### src/rtl/oc8051_irq_ctrl_pkg.sv
// Shared constants and helpers for the oc8051 interrupt controller:
// SFR addresses, reset values, vectors and interrupt source ordering.
package oc8051_irq_ctrl_pkg;

   // SFR byte addresses (all bit-addressable: bit address = byte address + bit)
   localparam logic [7:0] OC8051_SFR_IE   = 8'hA8;
   localparam logic [7:0] OC8051_SFR_IP   = 8'hB8;
   localparam logic [7:0] OC8051_SFR_TCON = 8'h88;

   // Reset values
   localparam logic [7:0] OC8051_RST_IE   = 8'h00;
   localparam logic [7:0] OC8051_RST_IP   = 8'h00;
   localparam logic [7:0] OC8051_RST_TCON = 8'h00;

   // Storage mask for IE/IP (bits 6:5 always read as zero)
   localparam logic [7:0] OC8051_IEIP_MASK = 8'h9F;

   // Interrupt vectors
   localparam logic [7:0] OC8051_INT_VEC_X0 = 8'h03;
   localparam logic [7:0] OC8051_INT_VEC_T0 = 8'h0B;
   localparam logic [7:0] OC8051_INT_VEC_X1 = 8'h13;
   localparam logic [7:0] OC8051_INT_VEC_T1 = 8'h1B;
   localparam logic [7:0] OC8051_INT_VEC_S  = 8'h23;

   // Source index order; also the fixed in-level priority (lowest index wins)
   // and the matching bit position in IE/IP.
   localparam int unsigned NUM_SRC = 5;
   localparam logic [2:0] SRC_IE0 = 3'd0;
   localparam logic [2:0] SRC_TF0 = 3'd1;
   localparam logic [2:0] SRC_IE1 = 3'd2;
   localparam logic [2:0] SRC_TF1 = 3'd3;
   localparam logic [2:0] SRC_SER = 3'd4;

   typedef enum logic {
      ST_IDLE,
      ST_REQ
   } irq_state_e;

   // Vector address for a source index
   function automatic logic [7:0] src_vector(input logic [2:0] idx);
      logic [7:0] v;
      case (idx)
         SRC_IE0: v = OC8051_INT_VEC_X0;
         SRC_TF0: v = OC8051_INT_VEC_T0;
         SRC_IE1: v = OC8051_INT_VEC_X1;
         SRC_TF1: v = OC8051_INT_VEC_T1;
         SRC_SER: v = OC8051_INT_VEC_S;
         default: v = 8'h00;
      endcase
      return v;
   endfunction

   // Software view of an SFR after a byte or bit write
   function automatic logic [7:0] sfr_write(input logic [7:0] cur,
                                            input logic       byte_hit,
                                            input logic       bit_hit,
                                            input logic [2:0] sel,
                                            input logic [7:0] din,
                                            input logic       bin);
      logic [7:0] v;
      v = cur;
      if (byte_hit)
         v = din;
      else if (bit_hit)
         v[sel] = bin;
      return v;
   endfunction

   // Mask of SFR bits touched by a byte or bit write
   function automatic logic [7:0] sfr_hit_mask(input logic       byte_hit,
                                               input logic       bit_hit,
                                               input logic [2:0] sel);
      logic [7:0] m;
      m = '0;
      if (byte_hit)
         m = '1;
      else if (bit_hit)
         m[sel] = 1'b1;
      return m;
   endfunction

endpackage

### src/rtl/oc8051_int_sync.sv
// External interrupt pin conditioning: two-flop synchroniser followed by a
// third flop used to detect falling edges. Flops idle high (pin inactive).
module oc8051_int_sync
   import oc8051_irq_ctrl_pkg::*;
(
   input  logic clk,
   input  logic rst,
   input  logic pin_n,
   output logic sync_n,
   output logic fall
);

   logic s1, s2, s3;

   // Synchroniser chain plus edge-detect delay
   always_ff @(posedge clk or posedge rst) begin
      if (rst) begin
         s1 <= 1'b1;
         s2 <= 1'b1;
         s3 <= 1'b1;
      end else begin
         s1 <= pin_n;
         s2 <= s1;
         s3 <= s2;
      end
   end

   assign sync_n = s2;
   assign fall   = s3 & ~s2;

endmodule

### src/rtl/oc8051_irq_ctrl.sv
// oc8051 interrupt controller and TCON owner: IE/IP/TCON SFRs, source flag
// latching, two-level arbitration, in-service tracking and the request FSM.
module oc8051_irq_ctrl
   import oc8051_irq_ctrl_pkg::*;
(
   input  logic       clk,
   input  logic       rst,
   input  logic [7:0] wr_addr,
   input  logic [7:0] rd_addr,
   input  logic [7:0] data_in,
   input  logic       bit_in,
   input  logic       wr,
   input  logic       wr_bit,
   input  logic       int0_n,
   input  logic       int1_n,
   input  logic       tf0,
   input  logic       tf1,
   input  logic       uart_int,
   input  logic       int_ack,
   input  logic       reti,
   output logic       intr,
   output logic [7:0] int_vec,
   output logic       tr0,
   output logic       tr1,
   output logic [7:0] data_out
);

   logic [7:0] ie, ip, tcon;
   logic [7:0] tcon_sw, tcon_hit, tcon_nxt;
   logic       int0_sync_n, int0_fall, int1_sync_n, int1_fall;
   logic       tf0_d, tf1_d, tf0_rise, tf1_rise;
   logic       wr_byte, wr_bitw;
   logic       ie_byte_hit, ie_bit_hit, ip_byte_hit, ip_bit_hit;
   logic       tcon_byte_hit, tcon_bit_hit;
   logic [4:0] src_flag, pend, pend_hi, ack_src;
   logic [2:0] win_idx;
   logic       win_valid, win_hi, win_elig;
   logic [1:0] isr, isr_eff;
   logic [2:0] req_src;
   logic       req_lvl;
   logic       ack_now;
   irq_state_e state;

   oc8051_int_sync u_sync0 (
      .clk    (clk),
      .rst    (rst),
      .pin_n  (int0_n),
      .sync_n (int0_sync_n),
      .fall   (int0_fall)
   );

   oc8051_int_sync u_sync1 (
      .clk    (clk),
      .rst    (rst),
      .pin_n  (int1_n),
      .sync_n (int1_sync_n),
      .fall   (int1_fall)
   );

   assign wr_byte       = wr & ~wr_bit;
   assign wr_bitw       = wr & wr_bit;
   assign ie_byte_hit   = wr_byte && (wr_addr == OC8051_SFR_IE);
   assign ip_byte_hit   = wr_byte && (wr_addr == OC8051_SFR_IP);
   assign tcon_byte_hit = wr_byte && (wr_addr == OC8051_SFR_TCON);
   assign ie_bit_hit    = wr_bitw && (wr_addr[7:3] == OC8051_SFR_IE[7:3]);
   assign ip_bit_hit    = wr_bitw && (wr_addr[7:3] == OC8051_SFR_IP[7:3]);
   assign tcon_bit_hit  = wr_bitw && (wr_addr[7:3] == OC8051_SFR_TCON[7:3]);

   assign tf0_rise = tf0 & ~tf0_d;
   assign tf1_rise = tf1 & ~tf1_d;

   assign ack_now = (state == ST_REQ) && int_ack;
   assign ack_src = ack_now ? (5'b00001 << req_src) : 5'b00000;

   assign tr0 = tcon[4];
   assign tr1 = tcon[6];

   // Timer overflow delay flops for rising-edge detection
   always_ff @(posedge clk or posedge rst) begin
      if (rst) begin
         tf0_d <= 1'b0;
         tf1_d <= 1'b0;
      end else begin
         tf0_d <= tf0;
         tf1_d <= tf1;
      end
   end

   // IE and IP registers; unimplemented bits are forced to zero
   always_ff @(posedge clk or posedge rst) begin
      if (rst) begin
         ie <= OC8051_RST_IE;
         ip <= OC8051_RST_IP;
      end else begin
         ie <= sfr_write(ie, ie_byte_hit, ie_bit_hit, wr_addr[2:0], data_in, bit_in)
               & OC8051_IEIP_MASK;
         ip <= sfr_write(ip, ip_byte_hit, ip_bit_hit, wr_addr[2:0], data_in, bit_in)
               & OC8051_IEIP_MASK;
      end
   end

   // TCON next state: software write beats hardware set, which beats ack clear
   always_comb begin
      tcon_sw  = sfr_write(tcon, tcon_byte_hit, tcon_bit_hit, wr_addr[2:0], data_in, bit_in);
      tcon_hit = sfr_hit_mask(tcon_byte_hit, tcon_bit_hit, wr_addr[2:0]);
      tcon_nxt = tcon_sw;
      // IE0: level mode follows the pin, edge mode latches falling edges
      if (!tcon_hit[1]) begin
         if (!tcon[0])
            tcon_nxt[1] = ~int0_sync_n;
         else if (int0_fall)
            tcon_nxt[1] = 1'b1;
         else if (ack_src[SRC_IE0])
            tcon_nxt[1] = 1'b0;
      end
      // IE1
      if (!tcon_hit[3]) begin
         if (!tcon[2])
            tcon_nxt[3] = ~int1_sync_n;
         else if (int1_fall)
            tcon_nxt[3] = 1'b1;
         else if (ack_src[SRC_IE1])
            tcon_nxt[3] = 1'b0;
      end
      // TF0
      if (!tcon_hit[5]) begin
         if (tf0_rise)
            tcon_nxt[5] = 1'b1;
         else if (ack_src[SRC_TF0])
            tcon_nxt[5] = 1'b0;
      end
      // TF1
      if (!tcon_hit[7]) begin
         if (tf1_rise)
            tcon_nxt[7] = 1'b1;
         else if (ack_src[SRC_TF1])
            tcon_nxt[7] = 1'b0;
      end
   end

   // TCON register
   always_ff @(posedge clk or posedge rst) begin
      if (rst)
         tcon <= OC8051_RST_TCON;
      else
         tcon <= tcon_nxt;
   end

   // Arbitration: highest pending IP level, then fixed index order; the
   // in-service level seen here already reflects a same-cycle reti.
   always_comb begin
      src_flag  = {uart_int, tcon[7], tcon[3], tcon[5], tcon[1]};
      pend      = src_flag & ie[4:0] & {5{ie[7]}};
      pend_hi   = pend & ip[4:0];
      win_valid = |pend;
      win_hi    = |pend_hi;
      win_idx   = '0;
      for (int unsigned i = NUM_SRC; i > 0; i--) begin
         if (win_hi ? pend_hi[i-1] : pend[i-1])
            win_idx = 3'(i - 1);
      end
      isr_eff = isr;
      if (reti) begin
         if (isr[1])
            isr_eff[1] = 1'b0;
         else
            isr_eff[0] = 1'b0;
      end
      win_elig = win_valid & ~isr_eff[1] & (win_hi | ~isr_eff[0]);
   end

   // In-service register: reti clears the top level, ack marks the taken level
   always_ff @(posedge clk or posedge rst) begin
      if (rst)
         isr <= '0;
      else if (ack_now)
         isr <= isr_eff | (req_lvl ? 2'b10 : 2'b01);
      else
         isr <= isr_eff;
   end

   // Request FSM with registered intr/int_vec and the source being offered
   always_ff @(posedge clk or posedge rst) begin
      if (rst) begin
         state   <= ST_IDLE;
         intr    <= 1'b0;
         int_vec <= '0;
         req_src <= '0;
         req_lvl <= 1'b0;
      end else begin
         case (state)
            ST_IDLE: begin
               if (win_elig) begin
                  state   <= ST_REQ;
                  intr    <= 1'b1;
                  int_vec <= src_vector(win_idx);
                  req_src <= win_idx;
                  req_lvl <= win_hi;
               end
            end
            ST_REQ: begin
               if (int_ack) begin
                  state <= ST_IDLE;
                  intr  <= 1'b0;
               end else if (win_elig) begin
                  int_vec <= src_vector(win_idx);
                  req_src <= win_idx;
                  req_lvl <= win_hi;
               end else begin
                  state <= ST_IDLE;
                  intr  <= 1'b0;
               end
            end
            default: begin
               state <= ST_IDLE;
               intr  <= 1'b0;
            end
         endcase
      end
   end

   // Registered SFR read with write-through bypass
   always_ff @(posedge clk or posedge rst) begin
      if (rst)
         data_out <= '0;
      else if (wr_byte && (wr_addr == rd_addr))
         data_out <= data_in;
      else begin
         case (rd_addr)
            OC8051_SFR_IE:   data_out <= ie;
            OC8051_SFR_IP:   data_out <= ip;
            OC8051_SFR_TCON: data_out <= tcon;
            default:         data_out <= '0;
         endcase
      end
   end

endmodule

### config.mk
export PLATFORM = sky130hd
export DESIGN_NAME = oc8051_irq_ctrl
export DESIGN_NICKNAME = d
export VERILOG_FILES = /design/src/rtl/oc8051_irq_ctrl_pkg.sv /design/src/rtl/oc8051_int_sync.sv /design/src/rtl/oc8051_irq_ctrl.sv
export SDC_FILE = /design/constraint.sdc
export NUM_CORES = 1
export LEC_CHECK = 0
export ABC_AREA = 1
export BUFFER_PORTS_ARGS = -buffer_cell sky130_fd_sc_hd__buf_4
export CAP_MARGIN = 20
export CORE_ASPECT_RATIO = 0.8
export CORE_UTILIZATION = 55
export DETAILED_ROUTE_END_ITERATION = 10
export GPL_TIMING_DRIVEN = 0
export PLACE_DENSITY = 0.9
export SLEW_MARGIN = 20
export SYNTH_ARGS = -nofsm -noshare
export SYNTH_HDL_FRONTEND = slang
export SYNTH_SLANG_ARGS = --single-unit
### constraint.sdc
create_clock -name clk -period 1.9 [get_ports clk]
set_input_delay 0.285 -clock clk [delete_from_list [all_inputs] [get_ports clk]]
set_output_delay 0.285 -clock clk [all_outputs]
set_load 0.005 [all_outputs]
Word-level counts from Yosys, hierarchy flattened
Index checks and enable logic that the tools add are counted.

storage, ports and cells
  flip-flop bits (word level) = 52
  input port bits = 36
  output and inout port bits = 19
  word-level logic and storage cells = 137

operators by class
  $lt $le $gt $ge = 2
  equality and inequality tests = 17
  shift-type cells = 1
  muxes and demuxes = 61
  bitwise operators = 21
  reduce and logical (&&, ||, !) cells = 16

operator list
  kind                 count
  $mux 8               11
  $eq 8x8->1 const B   6
  $pmux 6 s5           1
  $mux 1               28
  $bwmux 8             3
  $pmux 8 s3           1
  $mux 3               7
  $pmux 8 s2           1
  $and 5x5->5          3
  $eq 5x5->1 const B   3
  $reduce_or 5->1      2
  $logic_and 1x1->1    9
  $and 1x1->1          8
  $eq 8x8->1           1
  $not 1->1            8
  $eq 3x2->1 const B   2
  $mux 2               3
  $pmux 1 s2           3
  $pmux 3 s2           1
  $reduce_bool 2->1    3
  $lt 3x4->1 const B   1
  $mux 4               1
  $ne 2x2->1 const B   2
  $shl 1x3->4 const A  1
  9 further kinds      9

Logic depth before layout (Yosys ltp)
  depth after elaboration = 15
  depth in mapped cells = 10

Hierarchy
From an unflattened synthesis, not the netlist that was laid out.

second synthesis, totals
  cell total of the unflattened synthesis = 376
  area, all modules = 2864.0 um^2

by module, submodules not included
  module           instances  cells an instance  area each (um^2)  sequential area each (um^2)
  oc8051_irq_ctrl  1          364                2678.8            1051.0
  oc8051_int_sync  2          6                  92.6              78.8

Worst setup path before layout
Ideal clock, no wire load.

  path kind = reg2reg
  start = register ie[7]
  end = register int_vec[1]
  data arrival time = 1.354 ns
  required time = 1.776 ns
  path slack = 0.422 ns
  stages on the path, launching flop included = 9
  path buffers = 1
  period minus slack after synthesis = 1.478 ns
  path through = dfrtp_1 buf_2 nand4_1 nand2_1 nor2_2 nand2_1 nand2_2 inv_2 or2_1

on the way
  longest elaborated chain between the ends = 14
  elaborated cells between the ends (all ways) = 26
  classes of those cells = eq/ne (4); mux (14); bitwise (5); reduce/logical (3)

RTL lines
  what                                      RTL line                                        RTL
  start: declaration                        oc8051_irq_ctrl.sv:28                           logic [7:0] ie, ip, tcon;
  start signal: assignment                  oc8051_irq_ctrl.sv:95                           ie <= sfr_write(ie, ie_byte_hit, ie_bit_hit, wr_addr[2:0], data_in, bit_in)
  $and 5x5->5 *                             oc8051_irq_ctrl.sv:153                          pend = src_flag & ie[4:0] & {5{ie[7]}};
  $and 5x5->5                               oc8051_irq_ctrl.sv:154                          pend_hi = pend & ip[4:0];
  $reduce_or 5->1                           oc8051_irq_ctrl.sv:156                          win_hi = |pend_hi;
  $mux 1                                    oc8051_irq_ctrl.sv:159                          if (win_hi ? pend_hi[i-1] : pend[i-1])
  $mux 3 (5 in series)                      oc8051_irq_ctrl.sv:159
  $eq 3x3->1, or another cell as far along  oc8051_irq_ctrl_pkg.sv:42                       case (idx)
  $pmux 6 s5                                oc8051_irq_ctrl_pkg.sv:42
  $mux 8 *                                  oc8051_irq_ctrl.sv:193, oc8051_irq_ctrl.sv:205
  $mux 8                                    oc8051_irq_ctrl.sv:202                          if (int_ack) begin
  $pmux 8 s2 *                              oc8051_irq_ctrl.sv:191                          case (state)
  end signal: assignment                    oc8051_irq_ctrl.sv:196                          int_vec <= src_vector(win_idx);
  end signal: assignment                    oc8051_irq_ctrl.sv:206                          int_vec <= src_vector(win_idx);
  end: declaration                          oc8051_irq_ctrl.sv:22                           output logic [7:0] int_vec,

Every way passes the cells marked *; elsewhere a longest branch is shown, timed or not. The select of a mux whose other input is x is not followed.
A chain may end at the register's enable or synchronous reset.

Final worst setup path
Same ends and word-level chain as after synthesis.

==> flow_metrics.py <==
metrics = {
    "outcome": {
        "status": "completed",
    },
    "layout": {
        "nets": 464,
        "num_antenna_cells": 0,
        "synthToLayoutAreaGrowth_pct": 21.6,
        "final.fill_count": 398,
        "drive_gt1_share_pct": 20.0,
        "fin_area_um2": 3350,
    },
    "critical_path": {
        "cpLargestDelayFamily": "simple AND/OR/NAND/NOR gates",
        "slowest_stage": "dfrtp_1",
        "criticalPathCategory": "flop to flop",
        "r2r_slack_ps": 190,
        "crit_path_cell_trace": "buf_2 > nand4_1 > nand2_1 > nor2_4 > nand2_1 > nand2_2 > inv_2 > or2_1",
        "worstReg2RegEnd": "int_vec[1]",
        "crit_arrival_ps": 1900,
        "cp.required_ps": 2090,
        "reg2reg_from": "ie[7]",
        "start_kind": "flop",
        "critical-path-max-stage-delay_ps": 410,
        "cp-end-kind": "flop",
        "critical_path_depth": 8,
        "worst-path-buf-inv": 2,
        "crit_fanout": 10,
        "r2r_cells": 8,
        "cp_common_cell": "nand2_1",
    },
    "power_and_ir_drop": {
        "combPwrFrac_pct": 12.1,
        "netSwitchingPower_mw": 0.536,
        "p_sw_share_pct": 25.6,
        "internal_power_mw": 1.56,
        "leakage_nw": 1.80,
        "seq_power_share_pct": 52.6,
        "p_clk_share_pct": 35.3,
        "finalPower_mw": 2.10,
        "ir_drop_mv": 0.571,
        "power.density_nw_per_um2": 626,
    },
    "drt": {
        "wl_met3_um": 862,
        "antenna_left": 0,
        "drt-total-wl_um": 7530,
        "wire_per_inst_um": 15.4,
        "via_per_inst": 5.75,
        "dr_total_vias": 2810,
        "drt_pass1_iterations": 5,
        "met1_length_um": 3220,
        "drc": 0,
        "dr_wl_met2_um": 3320,
        "first_iter_violations": 384,
        "top_layer": "met4",
    },
    "global_routing": {
        "grt_util_all_layers_pct": 30.6,
        "grt_pass1_wl_um": 12100,
        "antenna_found_initial": 0,
        "grt_start_max_net_pins": 27,
        "first_global_vias": 2619,
        "grt_overflow_total": 0,
    },
    "synthesis": {
        "synthesis.area_um2": 2750,
        "netlist_instances": 368,
        "postSynthRegisterBits": 48,
        "yosysWarningCount": 0,
        "synthFlopType": "dfrtp_1",
        "async_reset_ff_share_pct": 100,
        "synth-edff-count": 0,
        "seq_area_frac_synth_pct": 43.9,
        "syn_area_per_cell_um2": 7.48,
        "yosys.cell_types.count": 35,
    },
    "sta": {
        "slew_headroom_pct": 48.2,
        "period_share_pct": 89.8,
        "fin_skew_ps": 7.14,
        "holdWs_ps": 0.569,
        "drv_slew": 0,
        "finalHoldViolations": 0,
        "max_clock_freq_mhz": 586,
        "finalSetupViolCount": 0,
        "min_period_ps": 1710,
        "tightest_slew_ps": 777,
        "rsz0062_at_grt": "no",
    },
    "placed_design": {
        "routabilityCongestion": 0.965,
        "place_hpwl_um": 5930,
        "dpl_cell_area_um2": 3230,
        "io_buffers": 50,
    },
    "clock_network": {
        "clk_path_buf_depth": 2,
        "cts_hold_buf": 0,
        "htree_levels": 2,
        "clk_latency_ps": 300,
        "cts_root_buffer": "clkbuf_8",
        "cts_setup_buffers": 0,
        "clock_sinks": 48,
        "clk_pin_slew_ps": 90,
        "numCtsBuffers": 5,
        "cts_tree": "built",
    },
    "floorplan": {
        "dieWidth_um": 81.1,
        "coreArea_um2": 4710,
        "die_area_um2": 5290,
        "die_h_um": 65.3,
        "io_pins": 55,
        "start_util_pct": 58.5,
        "num_rows": 22,
    },
    "min_path": {
        "hold_class": "input pin to async pin",
    },
    "flow_run": {
        "drv_cap": 0,
    },
}
==> metrics by stage <==
stage	util [%]	setup WS (ps)	std cells	setup TNS (ps)
final	71.1	193	489	0
after global routing	71.1	26.2	489	0
after CTS	71.0	207	489	0
after detailed placement	68.6	16.9	481	0
after global placement	68.2	-57.1	480	-2310
after floorplan	-	422	370	0
==> power by group through the flow <==
stage / Sequential [mW] / Clock [mW] / Combinational, mW
final: 1.10 / 0.741 / 0.253
after global routing: 1.10 / 0.794 / 0.279
after CTS: 1.10 / 0.746 / 0.250
after detailed placement: 1.12 / 0 / 0.249
after global placement: 1.12 / 0 / 0.233
after floorplan: 1.11 / 0 / 0.126
==> per-layer routing <==
layer | GRT usage [%] | up-vias
met4 | 9.15 | 0
met2 | 45.6 | 166
li1 | - | 1340
met3 | 12.2 | 21
met5 | 0 | -
met1 | 40.8 | 1283
==> synth_stat cells, types with 3 or more instances <==
| master | instances | area share (%) |
|---|---|---|
| o211ai_1 | 3 | 0.82 |
| o21ai_0 | 22 | 4.0 |
| nand2_1 | 102 | 14 |
| o221ai_1 | 11 | 3.5 |
| inv_2 | 4 | 0.55 |
| nor3_1 | 6 | 1.1 |
| o21ai_1 | 5 | 0.91 |
| o311ai_1 | 3 | 0.96 |
| dfrtp_1 | 42 | 38 |
| buf_4 | 4 | 1.1 |
| a21oi_1 | 6 | 1.1 |
| dfstp_2 | 6 | 5.7 |
| nand3_1 | 38 | 6.9 |
| nor2_1 | 27 | 3.7 |
| nor2_2 | 4 | 0.91 |
| o22ai_1 | 3 | 0.68 |
| nand4_1 | 9 | 2.0 |
| inv_1 | 49 | 6.7 |
| clkbuf_1 | 3 | 0.41 |
==> cell usage in the layout, fill, tap and decap left out, types with 5 or more instances in the layout <==
cell	synthesis	final
inv_2	4	5
nand4_1	9	9
clkbuf_8	0	5
o221ai_1	11	11
nor3_1	6	6
nor2_1	27	27
dfrtp_1	42	42
nand2_1	102	102
o21ai_1	5	5
nand3_1	38	38
dfstp_2	6	6
o21ai_0	22	22
inv_1	49	48
a21oi_1	6	6
buf_4	4	54
==> worst max path at each step <==
stage | from | endpoint | slack [ps]
floorplan | ie[7] | int_vec[1] | 420
global placement | rst | ie[2] | -60
detailed placement | wr_addr[0] | ie[2] | 20
CTS | ie[7] | int_vec[1] | 210
global route | ie[7] | req_src[0] | 30
finish | ie[7] | int_vec[1] | 190
==> registers in the layout (all words and copies together) (netlist names), 2 cells and up <==
register / cells
int_vec: 4
ip: 6
data_out: 8
tcon: 8
req_src: 3
ie: 6
isr: 2
==> worst register-to-register path, cell delays in order (launching register included) <==
cell     delay, ps
dfrtp_1        410
buf_2          190
nand4_1        190
nand2_1        120
nor2_4         160
nand2_1         80
nand2_2        150
inv_2           90
or2_1          210
==> timing repair <==
| item | CTS | global route |
|---|---|---|
| hold endpoints to repair | 0 | 0 |
| endpoints found under the setup margin | 0 | 5 |
| gates resized for setup | 0 | 1 |
==> logic make-up after synthesis <==
logic type / Yosys count / share of synthesized area [%]
compound gates: 60 / 14.3
xor+xnor: 2 / 0.637
buf+inv: 61 / 8.91
flops: 48 / 43.9
other cells: 1 / 0.136
simple gates: 196 / 32.1
==> area by class of cell <==
cell class	instances	area (µm²)	area share, %
Buffer	8	46.3	1.38
Clock buffer	5	68.8	2.06
Clock inverter	3	42.5	1.27
Inverter	53	199	5.95
Multi-Input combinational cell	261	1310	39.2
Sequential cell	48	1210	36.1
Tap cell	60	75.1	2.24
Timing Repair Buffer	51	395	11.8
Note: power is estimated with default switching activity, not from simulation.
